### src/rtl/alu_req_arbiter.sv
// alu_req_arbiter: shares one registered 8-bit ALU between two valid/ready requesters
// using round-robin arbitration, one operation in flight, divide-by-zero trapped before issue.
module alu_req_arbiter #(
  parameter int ALU_LAT = 2,
  parameter int CNT_W   = 16
) (
  input  logic             clk,
  input  logic             rst_n,
  input  logic [1:0]       req_valid,
  output logic [1:0]       req_ready,
  input  logic [7:0]       req0_a,
  input  logic [7:0]       req0_b,
  input  logic [3:0]       req0_op,
  input  logic [7:0]       req1_a,
  input  logic [7:0]       req1_b,
  input  logic [3:0]       req1_op,
  output logic             alu_en,
  output logic [7:0]       alu_a,
  output logic [7:0]       alu_b,
  output logic [3:0]       alu_s,
  input  logic [15:0]      alu_y,
  input  logic             alu_carry,
  input  logic             alu_zero,
  output logic             rsp_valid,
  input  logic             rsp_ready,
  output logic             rsp_id,
  output logic [15:0]      rsp_y,
  output logic             rsp_carry,
  output logic             rsp_zero,
  output logic             rsp_err,
  output logic             busy,
  output logic [CNT_W-1:0] ops_done
);

  localparam logic [1:0] IDLE = 2'd0;
  localparam logic [1:0] EXEC = 2'd1;
  localparam logic [1:0] CAPT = 2'd2;
  localparam logic [1:0] RESP = 2'd3;

  localparam int         LAT_W  = (ALU_LAT > 1) ? $clog2(ALU_LAT) : 1;
  localparam logic [3:0] OP_DIV = 4'd5;

  logic [1:0]       state;
  logic             last_grant;
  logic [LAT_W-1:0] lat_cnt;
  logic [1:0]       grant;
  logic             accept;
  logic             sel_id;
  logic [7:0]       sel_a;
  logic [7:0]       sel_b;
  logic [3:0]       sel_op;
  logic             div_zero;

  // On a tie the requester that did not win last time gets the ALU.
  always_comb begin
    grant = 2'b00;
    case (req_valid)
      2'b01:   grant = 2'b01;
      2'b10:   grant = 2'b10;
      2'b11:   grant = last_grant ? 2'b01 : 2'b10;
      default: grant = 2'b00;
    endcase
  end

  assign req_ready = ((state == IDLE) && rst_n) ? grant : 2'b00;
  assign accept    = |(req_valid & req_ready);
  assign sel_id    = req_ready[1];
  assign sel_a     = sel_id ? req1_a  : req0_a;
  assign sel_b     = sel_id ? req1_b  : req0_b;
  assign sel_op    = sel_id ? req1_op : req0_op;
  assign div_zero  = (sel_op == OP_DIV) && (sel_b == 8'd0);
  assign rsp_valid = (state == RESP);
  assign busy      = (state != IDLE);

  always_ff @(posedge clk or negedge rst_n) begin
    if (!rst_n) begin
      state      <= IDLE;
      last_grant <= 1'b1;
      lat_cnt    <= '0;
      alu_en     <= 1'b1;
      alu_a      <= 8'd0;
      alu_b      <= 8'd0;
      alu_s      <= 4'd0;
      rsp_id     <= 1'b0;
      rsp_y      <= 16'd0;
      rsp_carry  <= 1'b0;
      rsp_zero   <= 1'b0;
      rsp_err    <= 1'b0;
      ops_done   <= '0;
    end else begin
      case (state)
        IDLE: begin
          if (accept) begin
            last_grant <= sel_id;
            rsp_id     <= sel_id;
            // Divide-by-zero never reaches the ALU; the trap result is answered directly.
            if (div_zero) begin
              state     <= RESP;
              rsp_y     <= 16'hFFFF;
              rsp_carry <= 1'b0;
              rsp_zero  <= 1'b0;
              rsp_err   <= 1'b1;
            end else begin
              state   <= EXEC;
              alu_en  <= 1'b0;
              alu_a   <= sel_a;
              alu_b   <= sel_b;
              alu_s   <= sel_op;
              lat_cnt <= '0;
            end
          end
        end
        EXEC: begin
          if (lat_cnt == LAT_W'(ALU_LAT - 1)) begin
            state <= CAPT;
          end else begin
            lat_cnt <= lat_cnt + 1'b1;
          end
        end
        CAPT: begin
          rsp_y     <= alu_y;
          rsp_carry <= alu_carry;
          rsp_zero  <= alu_zero;
          rsp_err   <= 1'b0;
          alu_en    <= 1'b1;
          state     <= RESP;
        end
        RESP: begin
          if (rsp_ready) begin
            ops_done <= ops_done + 1'b1;
            state    <= IDLE;
          end
        end
        default: state <= IDLE;
      endcase
    end
  end

endmodule

### config.mk
export PLATFORM = sky130hd
export DESIGN_NAME = alu_req_arbiter
export DESIGN_NICKNAME = d
export VERILOG_FILES = /design/src/rtl/alu_req_arbiter.sv
export SDC_FILE = /design/constraint.sdc
export NUM_CORES = 1
export LEC_CHECK = 0
export ABC_AREA = 0
export CORE_ASPECT_RATIO = 0.6
export CORE_MARGIN = 2
export CORE_UTILIZATION = 45
export DETAILED_ROUTE_END_ITERATION = 7
export GPL_TIMING_DRIVEN = 0
export HOLD_SLACK_MARGIN = 0.12
export PLACE_DENSITY = 0.93
export SLEW_MARGIN = 10
export SYNTH_ARGS = -nofsm -noshare
export SYNTH_HDL_FRONTEND = slang
export SYNTH_SLANG_ARGS = --single-unit
### constraint.sdc
create_clock -name clk -period 5.95 [get_ports clk]
set_input_delay 1.19 -clock clk [delete_from_list [all_inputs] [get_ports clk]]
set_output_delay 1.19 -clock clk [all_outputs]
set_load 0.005 [all_outputs]
# [Yosys cells after proc, flatten, opt, wreduce, memory -nomap -nowiden]
# Cells that the tools add are included.
[totals] input_bits=63 register_bits=61 word_cells=70 output_inout_bits=61
[classes] muxes=26 bitwise=2 eq_ne=12 n_addsub=2 n_reduce_logical=15
[op_table] op="$mux W16" n=2
[op_table] op="$pmux W16 S2" n=1
[op_table] op="$add A16 B1 Y16 const B" n=1
[op_table] op="$mux W8" n=2
[op_table] op="$reduce_and A3 Y1" n=5
[op_table] op="$mux W2" n=6
[op_table] op="$pmux W1 S2" n=5
[op_table] op="$eq A2 B2 Y1 const B" n=4
[op_table] op="$logic_not A8 Y1" n=1
[op_table] op="$ne A2 B2 Y1 const B" n=4
[op_table] op="$pmux W2 S4" n=1
[op_table] op="$mux W1" n=7
[op_table] op="$pmux W2 S3" n=1
[op_table] op="$reduce_bool A2 Y1" n=3
[op_table] op="$eq A2 B1 Y1 const B" n=2
[op_table] op="$eq A4 B3 Y1 const B" n=1
[op_table] op="$mux W4" n=1
[op_table] op="$reduce_and A2 Y1" n=2
[op_table] op="$and A2 B2 Y2" n=1
[op_table] op="$logic_and A1 B1 Y1" n=2
[op_table] op="$logic_not A2 Y1" n=1
[op_table] op="$ne A2 B1 Y1 const B" n=1
[op_table] op="$reduce_or A2 Y1" n=1
[op_table] op="$add A1 B1 Y1 const B" n=1
[op_table] op="$not A1 Y1" n=1

# [Depth between registers and ports, before layout]
# Gate-level depths: netlist of run 1.
[depth] word_depth=9 depth_mapped=9 ltp_nobuf=6

# [Worst setup path before layout of run 1]
# Ideal clock, no wire load.
[synth_timing] kind="input to output" from="in req_valid[1]" to="out req_ready[1]" path_stages=3 required_ns=4.760 arrival_ns=1.601 setup_slack_ns=3.159 cell_sequence="a21boi_2 > nand3_4 > inv_1"
[synth_via] elab_chain_len=3 elab_cells_between_ends=5 cone_classes="eq/ne: 3; mux: 2"
[synth_lines] element="from (decl)" line_no="9" text="input logic [1:0] req_valid,"
[synth_lines] element="$eq A2 B2 Y1 / $eq A2 B1 Y1 (equally long branches)" line_no="57" text="case (req_valid)"
[synth_lines] element="$pmux W2 S3 (*)" line_no="57"
[synth_lines] element="$mux W2 (*)" line_no="65" text="assign req_ready = ((state == IDLE) && rst_n) ? grant : 2'b00;"
[synth_lines] element="to (decl)" line_no="10" text="output logic [1:0] req_ready,"
# Every way passes the cells marked *; elsewhere a longest branch is shown, timed or not.

# [Worst setup path in the final report of run 1]
[layout_timing] from="in rst_n" to="out req_ready[0]"
[layout_via] elab_chain_len=2
[layout_lines] element="from (decl)" line_no="8" text="input logic rst_n,"
[layout_lines] element="$logic_and A1 B1 Y1" line_no="65"
[layout_lines] element="$mux W2" line_no="65"
# Every way passes these cells.

==> report_table.html, run 1 <==
<table>
<tr><th>Metric</th><th>Value</th></tr>
<tr><th colspan="2">Place</th></tr>
<tr><td>Total instance count after detailed placement</td><td>466</td></tr>
<tr><td>Post-place instance area</td><td>4444 um2</td></tr>
<tr><td>Pre-CTS setup slack</td><td>1809 ps</td></tr>
<tr><td>DP Wirelength</td><td>5737 um</td></tr>
<tr><td>Number of I/O port buffers</td><td>123</td></tr>
<tr><td>Placer Congestion</td><td>0.7499</td></tr>
<tr><th colspan="2">Floorplanning</th></tr>
<tr><td>Horiz. Die Dim</td><td>111.3 um</td></tr>
<tr><td>Initial core utilization</td><td>0.4653</td></tr>
<tr><td>IO Count</td><td>124</td></tr>
<tr><td>Die area</td><td>7606 um2</td></tr>
<tr><td>Cell Rows</td><td>23</td></tr>
<tr><td>Core ar.</td><td>6676 um2</td></tr>
<tr><td>Die Y</td><td>68.36 um</td></tr>
<tr><th colspan="2">Final layout</th></tr>
<tr><td>Final standard cell area without fillers</td><td>4711 um2</td></tr>
<tr><td>Finished Layout Cells</td><td>480</td></tr>
<tr><td>Total inserted antenna cells</td><td>0</td></tr>
<tr><td>Proportion of layout cells with a drive suffix above 1</td><td>0.1934</td></tr>
<tr><td>Area growth from synthesis to layout</td><td>51.63%</td></tr>
<tr><td>Storage cell area</td><td>1529 um2</td></tr>
<tr><td>Utilization after layout</td><td>0.7056</td></tr>
<tr><td>Net count of the finished layout</td><td>459</td></tr>
<tr><td>Fill cell count</td><td>490</td></tr>
<tr><td>Area of the multi-input gates</td><td>1344 um2</td></tr>
<tr><th colspan="2">Critical path</th></tr>
<tr><td>Worst setup EP type</td><td>primary output</td></tr>
<tr><td>Cell with the largest stage delay on the worst path</td><td>buf_4</td></tr>
<tr><td>Series of cell instances along the critical path</td><td>buf_4 &gt; o211ai_1 &gt; nand2b_1 &gt; inv_1 &gt; clkdlybuf4s50_1</td></tr>
<tr><td>Crit-path max cell delay</td><td>620 ps</td></tr>
<tr><td>Worst Path Max Fanout</td><td>66</td></tr>
<tr><td>Worst Path Class, Setup</td><td>input pin to primary output</td></tr>
<tr><td>Crit path arrival time</td><td>2910 ps</td></tr>
<tr><td>Critical Path Start Type</td><td>input pin</td></tr>
<tr><td>Buffers &amp; Inverters on Critical Path</td><td>3</td></tr>
<tr><td>Top delay family on crit path</td><td>buffers and inverters</td></tr>
<tr><td>Required time worst endpoint</td><td>4760 ps</td></tr>
<tr><th colspan="2">Logic synthesis</th></tr>
<tr><td>Cell with the most instances after synthesis</td><td>dfrtp_1</td></tr>
<tr><td>EDFF count, synth</td><td>0</td></tr>
<tr><td>Mean Syn Cell Area</td><td>12.14 um2</td></tr>
<tr><td>Most frequent cells after synthesis</td><td>dfrtp_1, inv_1, mux2_2</td></tr>
<tr><td>Mapped Cells</td><td>256</td></tr>
<tr><td>Flip-flop and latch count after synthesis</td><td>61</td></tr>
<tr><td>Syn. warnings</td><td>0</td></tr>
<tr><td>Post-Synthesis Cell Area</td><td>3107 um2</td></tr>
<tr><td>Sequential cell area fraction in the yosys report</td><td>0.4921</td></tr>
<tr><td>Top cells by area, synth</td><td>dfrtp_1, mux2_4, mux2_2, inv_1, a32oi_1</td></tr>
<tr><td>Fraction of synthesis flops using an asynchronous set or reset pin</td><td>1.000</td></tr>
<tr><td>Leading register cell type out of synthesis</td><td>dfrtp_1</td></tr>
<tr><td>Number of unique standard cell types used by synthesis</td><td>40</td></tr>
<tr><td>Top cell type by total area after synthesis</td><td>dfrtp_1</td></tr>
<tr><td>Portion of synthesized cell area occupied by the leading cell type</td><td>0.4752</td></tr>
<tr><td>Synthesized net count</td><td>325</td></tr>
<tr><th colspan="2">Timing</th></tr>
<tr><td>Setup violators final</td><td>0</td></tr>
<tr><td>Worst rel slew slack</td><td>0.4473</td></tr>
<tr><td>Final count of hold timing violations</td><td>0</td></tr>
<tr><td>Unrepaired setup endpoints after global routing</td><td>false</td></tr>
<tr><td>Final WS setup</td><td>1849 ps</td></tr>
<tr><td>Least-Margin Pin Slew</td><td>829.1 ps</td></tr>
<tr><td>Fin. max-slew vios</td><td>0</td></tr>
<tr><td>Fin Clk Skew</td><td>7.406 ps</td></tr>
<tr><td>Worst hold slack after final layout</td><td>471.6 ps</td></tr>
<tr><td>Final cycle utilization of the critical path</td><td>0.6892</td></tr>
<tr><td>Maximum achievable frequency</td><td>243.9 MHz</td></tr>
<tr><td>Post-layout minimum cycle time</td><td>4101 ps</td></tr>
<tr><th colspan="2">Pwr</th></tr>
<tr><td>Power share of the sequential group</td><td>0.345</td></tr>
<tr><td>Worst ir drop on vdd</td><td>0.0002622 V</td></tr>
<tr><td>Cell internal power dissipation</td><td>0.001430 W</td></tr>
<tr><td>Power per unit of standard cell area</td><td>429.6 nW/um2</td></tr>
<tr><td>Static Leakage</td><td>2.072 nW</td></tr>
<tr><td>Portion of total power attributed to combinational logic</td><td>0.427</td></tr>
<tr><td>Part of the total power dissipated in the clock network</td><td>0.228</td></tr>
<tr><td>Switching power summed over all nets</td><td>0.0005936 W</td></tr>
<tr><td>Switching Share</td><td>0.2933</td></tr>
<tr><th colspan="2">Run status</th></tr>
<tr><td>Run status</td><td>completed</td></tr>
<tr><th colspan="2">Clock tree</th></tr>
<tr><td>Post-CTS repair timing setup buffer count</td><td>0</td></tr>
<tr><td>Number of buffers added by the clock tree synthesis step</td><td>9</td></tr>
<tr><td>Clock sinks</td><td>61</td></tr>
<tr><td>TritonCTS clock tree</td><td>built</td></tr>
<tr><td>Clk pin slew, worst setup/hold paths</td><td>50 ps</td></tr>
<tr><td>Clock insertion delay at the later pin of the skew report</td><td>310 ps</td></tr>
<tr><td>Number of levels the H-tree was split into</td><td>3</td></tr>
<tr><td>Number of hold-repair buffers added at the cts stage</td><td>0</td></tr>
<tr><td>Cells resized by post-CTS repair</td><td>0</td></tr>
<tr><td>Clock Tree Root</td><td>clkbuf_16</td></tr>
<tr><td>Clock Tree Buf Depth</td><td>2</td></tr>
<tr><th colspan="2">Global routing</th></tr>
<tr><td>Largest net degree at the start of global routing</td><td>67</td></tr>
<tr><td>First-pass GRT wire length</td><td>12480 um</td></tr>
<tr><td>Aggregate global routing overflow</td><td>0</td></tr>
<tr><td>Antenna violations before repair</td><td>0</td></tr>
<tr><td>Via count of the first global-routing pass</td><td>2537</td></tr>
<tr><td>Overall routing resource usage</td><td>0.2089</td></tr>
<tr><th colspan="2">Routing</th></tr>
<tr><td>DR DRC count</td><td>0</td></tr>
<tr><td>Total iterations of the first detailed-routing run</td><td>4</td></tr>
<tr><td>Count of routing violations after the opening detailed-route iteration</td><td>90</td></tr>
<tr><td>Routed vias</td><td>2451</td></tr>
<tr><td>Via/cell ratio</td><td>5.106</td></tr>
<tr><td>Count of nets left with antenna violations after detail routing</td><td>0</td></tr>
<tr><td>Wire length per cell</td><td>15.85 um</td></tr>
<tr><td>Routed WL</td><td>7606 um</td></tr>
<tr><th colspan="2">Worst hold path</th></tr>
<tr><td>Worst Hold Class</td><td>flop to flop</td></tr>
<tr><th colspan="2">Job</th></tr>
<tr><td>Number of max-capacitance violations reported</td><td>0</td></tr>
</table>
## cell families (layout without fill, tap and decap cells)
logic type | count (synthesis) | count (layout) | share of synthesized area
flip-flops | 61 | 61 | 0.4921
buffers and inverters | 51 | 188 | 0.07531
AND/OR/NAND/NOR | 44 | 44 | 0.08659
multiplexers | 41 | 41 | 0.1704
AO/OA/AOI/OAI | 38 | 38 | 0.1091
XOR/XNOR | 15 | 15 | 0.04229
adder cells (fa/ha/maj) | 6 | 6 | 0.02416
## path summary, 6_finish.rpt
kind,slack [ps],cells after the start,to,startpoint
setup / recovery,1850,5,req_ready[0],rst_n
hold / removal,470,1,ops_done[15],ops_done[15]
min in group asynchronous,980,1,alu_b[6],rst_n
setup reg to reg,3610,8,rsp_y[5],state[1]
max in group asynchronous,4420,1,alu_s[3],rst_n
hold reg to reg,470,1,ops_done[15],ops_done[15]
## state kept, by name, indices dropped and copies added, names as in the netlist, 2 cells and up
name / flops
alu_a: 8
alu_b: 8
alu_s: 4
ops_done: 16
rsp_y: 16
state: 2
## worst register-to-register path, stage by stage (launching register included)
cell	delay, ps
dfrtp_1	410
inv_1	150
ha_1	160
buf_2	190
o2111a_1	280
nand4_1	130
o221ai_2	510
buf_4	280
a32oi_1	80
## power groups by stage
stage	registers, W	logic [W]	clock network (W)
final	0.000698	0.000864	0.000462
after detailed placement	0.000699	0.000865	0
after floorplan	0.000700	0.000390	0
after CTS	0.000699	0.000872	0.000471
after global routing	0.000718	0.000939	0.000490
after global placement	0.000692	0.000839	0
## metal layers
| layer | wire [um] | GRT usage |
|---|---|---|
| met4 | 8 | 0.04167 |
| met5 | 0 | 0 |
| met2 | 3579 | 0.3506 |
| met1 | 3580 | 0.2766 |
| met3 | 438 | 0.06023 |
## per-stage QoR
| stage | total power, W | setup TNS, ps |
|---|---|---|
| finish | 0.002024 | 0 |
| global route | 0.002148 | 0 |
| CTS | 0.002043 | 0 |
| detailed placement | 0.001564 | 0 |
| global placement | 0.001530 | -351.4 |
| floorplan | 0.001090 | 0 |
## area by class of cell
type / instances / share of cell area
plain buffers: 10 / 0.01700
clock buffers: 12 / 0.05445
clock inverters: 2 / 0.002125
inverters: 41 / 0.03267
multi-input cells: 144 / 0.2853
flip-flops and latches: 61 / 0.3246
well taps: 87 / 0.02311
repair buffers: 123 / 0.2608
## placed cells by master, fill, tap and decap left out, types with 5 or more instances in the layout
master and n:
a32oi_1 16, clkbuf_16 9, clkdlybuf4s50_1 122, dfrtp_1 59
ha_1 6, inv_1 41, mux2_2 21, mux2_4 18
nand2_1 10, nand3_1 5, nand4_1 7, nor2_1 10
xnor2_1 12
No activity file was read; power rests on OpenSTA's default activity.
==> inputs of run 2 (changes only) <==
--- a/config.mk
+++ b/config.mk
@@ -8,11 +8,11 @@
 export ABC_AREA = 0
 export CORE_ASPECT_RATIO = 0.6
 export CORE_MARGIN = 2
-export CORE_UTILIZATION = 45
+export CORE_UTILIZATION = 39
 export DETAILED_ROUTE_END_ITERATION = 7
 export GPL_TIMING_DRIVEN = 0
 export HOLD_SLACK_MARGIN = 0.12
-export PLACE_DENSITY = 0.93
+export PLACE_DENSITY = 0.86
 export SLEW_MARGIN = 10
 export SYNTH_ARGS = -nofsm -noshare
 export SYNTH_HDL_FRONTEND = slang
==> constraint.sdc (replaced) <==
create_clock -name clk -period 3.4 [get_ports clk]
set_input_delay 0.68 -clock clk [delete_from_list [all_inputs] [get_ports clk]]
set_output_delay 0.68 -clock clk [all_outputs]
set_load 0.005 [all_outputs]
==> report_table.html, run 2 (synthesis results as in run 1) <==
<table>
<tr><th>Metric</th><th>Value</th></tr>
<tr><th colspan="2">Run status</th></tr>
<tr><td>Run status</td><td>completed</td></tr>
<tr><th colspan="2">Job</th></tr>
<tr><td>Number of max-capacitance violations reported</td><td>0</td></tr>
<tr><th colspan="2">Place</th></tr>
<tr><td>Number of I/O port buffers</td><td>123</td></tr>
<tr><td>Total instance count after detailed placement</td><td>487</td></tr>
<tr><td>Post-place instance area</td><td>4471 um2</td></tr>
<tr><td>Placer Congestion</td><td>0.7564</td></tr>
<tr><td>DP Wirelength</td><td>5801 um</td></tr>
<tr><th colspan="2">Timing</th></tr>
<tr><td>Final cycle utilization of the critical path</td><td>0.9047</td></tr>
<tr><td>Fin Clk Skew</td><td>7.086 ps</td></tr>
<tr><td>Post-layout minimum cycle time</td><td>3076 ps</td></tr>
<tr><td>Least-Margin Pin Slew</td><td>837.3 ps</td></tr>
<tr><td>Fin. max-slew vios</td><td>0</td></tr>
<tr><td>Unrepaired setup endpoints after global routing</td><td>false</td></tr>
<tr><td>Maximum achievable frequency</td><td>325.1 MHz</td></tr>
<tr><td>Final count of hold timing violations</td><td>0</td></tr>
<tr><td>Worst hold slack after final layout</td><td>436.3 ps</td></tr>
<tr><td>Worst rel slew slack</td><td>0.4418</td></tr>
<tr><td>Setup violators final</td><td>0</td></tr>
<tr><th colspan="2">Floorplanning</th></tr>
<tr><td>Die Y</td><td>73.14 um</td></tr>
<tr><td>Die area</td><td>8720 um2</td></tr>
<tr><td>Horiz. Die Dim</td><td>119.2 um</td></tr>
<tr><td>IO Count</td><td>124</td></tr>
<tr><td>Initial core utilization</td><td>0.3989</td></tr>
<tr><td>Cell Rows</td><td>25</td></tr>
<tr><td>Core ar.</td><td>7789 um2</td></tr>
<tr><th colspan="2">Critical path</th></tr>
<tr><td>Worst setup EP type</td><td>primary output</td></tr>
<tr><td>FF-to-FF setup slack</td><td>1120 ps</td></tr>
<tr><td>Worst Path Max Fanout</td><td>66</td></tr>
<tr><td>Critical Path Start Type</td><td>input pin</td></tr>
<tr><td>Start of the worst register-to-register path</td><td>state[0]</td></tr>
<tr><td>Number of cells on the worst reg-to-reg path</td><td>8</td></tr>
<tr><td>Worst Setup SP</td><td>rst_n</td></tr>
<tr><td>Required time worst endpoint</td><td>2720 ps</td></tr>
<tr><td>Worst Path Class, Setup</td><td>input pin to primary output</td></tr>
<tr><td>Crit path arrival time</td><td>2400 ps</td></tr>
<tr><td>End of the worst register-to-register path</td><td>alu_b[6]</td></tr>
<tr><th colspan="2">Clock tree</th></tr>
<tr><td>Clock sinks</td><td>61</td></tr>
<tr><td>Post-CTS repair timing setup buffer count</td><td>0</td></tr>
<tr><td>Clock Tree Buf Depth</td><td>2</td></tr>
<tr><td>Number of hold-repair buffers added at the cts stage</td><td>0</td></tr>
<tr><td>Number of levels the H-tree was split into</td><td>3</td></tr>
<tr><td>Cells resized by post-CTS repair</td><td>0</td></tr>
<tr><td>Clock insertion delay at the later pin of the skew report</td><td>320 ps</td></tr>
<tr><td>Number of buffers added by the clock tree synthesis step</td><td>9</td></tr>
<tr><td>Clk pin slew, worst setup/hold paths</td><td>50 ps</td></tr>
<tr><td>TritonCTS clock tree</td><td>built</td></tr>
<tr><td>Clock Tree Root</td><td>clkbuf_16</td></tr>
<tr><th colspan="2">Routing</th></tr>
<tr><td>Count of routing violations after the opening detailed-route iteration</td><td>115</td></tr>
<tr><td>Count of nets left with antenna violations after detail routing</td><td>0</td></tr>
<tr><td>Routed vias</td><td>2389</td></tr>
<tr><td>Wire length per cell</td><td>15.14 um</td></tr>
<tr><td>Total iterations of the first detailed-routing run</td><td>4</td></tr>
<tr><td>DR DRC count</td><td>0</td></tr>
<tr><td>Via/cell ratio</td><td>4.750</td></tr>
<tr><td>Routed WL</td><td>7614 um</td></tr>
<tr><th colspan="2">Final layout</th></tr>
<tr><td>Final standard cell area without fillers</td><td>4763 um2</td></tr>
<tr><td>Registers with the highest flip-flop counts</td><td>ops_done: 16 flops, rsp_y: 16 flops</td></tr>
<tr><td>Area of the multi-input gates</td><td>1344 um2</td></tr>
<tr><td>Fill cell count</td><td>629</td></tr>
<tr><td>Total inserted antenna cells</td><td>0</td></tr>
<tr><td>Proportion of layout cells with a drive suffix above 1</td><td>0.1975</td></tr>
<tr><td>Most common library cell in the layout ignoring fill and taps</td><td>clkdlybuf4s50_1</td></tr>
<tr><td>Area growth from synthesis to layout</td><td>53.32%</td></tr>
<tr><td>Net count of the finished layout</td><td>459</td></tr>
<tr><td>Commonest cells after routing, fill and taps aside</td><td>clkdlybuf4s50_1, dfrtp_1, inv_1</td></tr>
<tr><td>Storage cell area</td><td>1529 um2</td></tr>
<tr><td>Finished Layout Cells</td><td>503</td></tr>
<tr><th colspan="2">Global routing</th></tr>
<tr><td>Routing usage on met3</td><td>0.05469</td></tr>
<tr><td>Met2 Usage GRT</td><td>0.2797</td></tr>
<tr><td>Via count of the first global-routing pass</td><td>2433</td></tr>
<tr><td>First-pass GRT wire length</td><td>12190 um</td></tr>
<tr><td>Overall routing resource usage</td><td>0.1800</td></tr>
<tr><td>Largest net degree at the start of global routing</td><td>67</td></tr>
<tr><td>Peak-usage layer in the global routing report</td><td>met2</td></tr>
<tr><td>Global routing usage on met1</td><td>0.2489</td></tr>
<tr><td>Aggregate global routing overflow</td><td>0</td></tr>
<tr><td>Antenna violations before repair</td><td>0</td></tr>
<tr><th colspan="2">Pwr</th></tr>
<tr><td>Power per unit of standard cell area</td><td>754.2 nW/um2</td></tr>
<tr><td>Worst ir drop on vdd</td><td>0.0003503 V</td></tr>
<tr><td>Static Leakage</td><td>2.076 nW</td></tr>
<tr><th colspan="2">Worst hold path</th></tr>
<tr><td>Worst Hold Class</td><td>input pin to asynchronous set/reset pin</td></tr>
</table>
[run 2: how the worst max path moves through the flow]
stage	endpoint	slack [ps]	depth (start not counted)
3_5_place_dp	req_ready[0]	260	5
5_1_grt	req_ready[0]	120	5
4_1_cts	req_ready[0]	260	5
6_report	req_ready[0]	320	5
2_1_floorplan	alu_a[0]	1440	5
3_3_place_gp	req_ready[0]	-1810	5
[run 2: worst max-delay path: stages]
cell	delay, ps
buf_4	610
o211ai_1	220
nand2b_1	220
inv_1	110
clkdlybuf4s50_1	510
[run 2: final cells by class]
cell class,instances,area share
sequential,61,0.3210
multi-input combinational,144,0.2821
timing repair buffer,123,0.2579
clock buffer,10,0.04807
inverter,41,0.03231
tap,108,0.02837
buffer,10,0.01681
clock inverter,6,0.01340
[run 2: per-stage QoR]
step / setup TNS [ps] / power [W] / setup slack [ps] / util
2_1_floorplan: 0 / 0.001907 / 1435 / -
3_3_place_gp: -95390 / 0.002687 / -1814 / 0.5743
3_5_place_dp: 0 / 0.002732 / 259.4 / 0.5740
4_1_cts: 0 / 0.003638 / 259.1 / 0.6116
5_1_grt: 0 / 0.003811 / 119.4 / 0.6116
6_report: 0 / 0.003593 / 324.0 / 0.6116
[run 2: power breakdown]
group          total (W)  leakage [nW]  internal (W)  switching [W]
Clock           0.000873         0.138      0.000565       0.000309
Combinational    0.00150          1.20      0.000949       0.000550
Sequential       0.00122         0.737       0.00103       0.000189
Total            0.00359          2.08       0.00254        0.00105
[run 2: layer usage]
metal  wire (um)  share of wire  vias up
met5           0              0        -
met4          48         0.0063        0
met2        3476           0.46       73
li1            -              -     1175
met3         455          0.060        7
met1        3633           0.48     1134
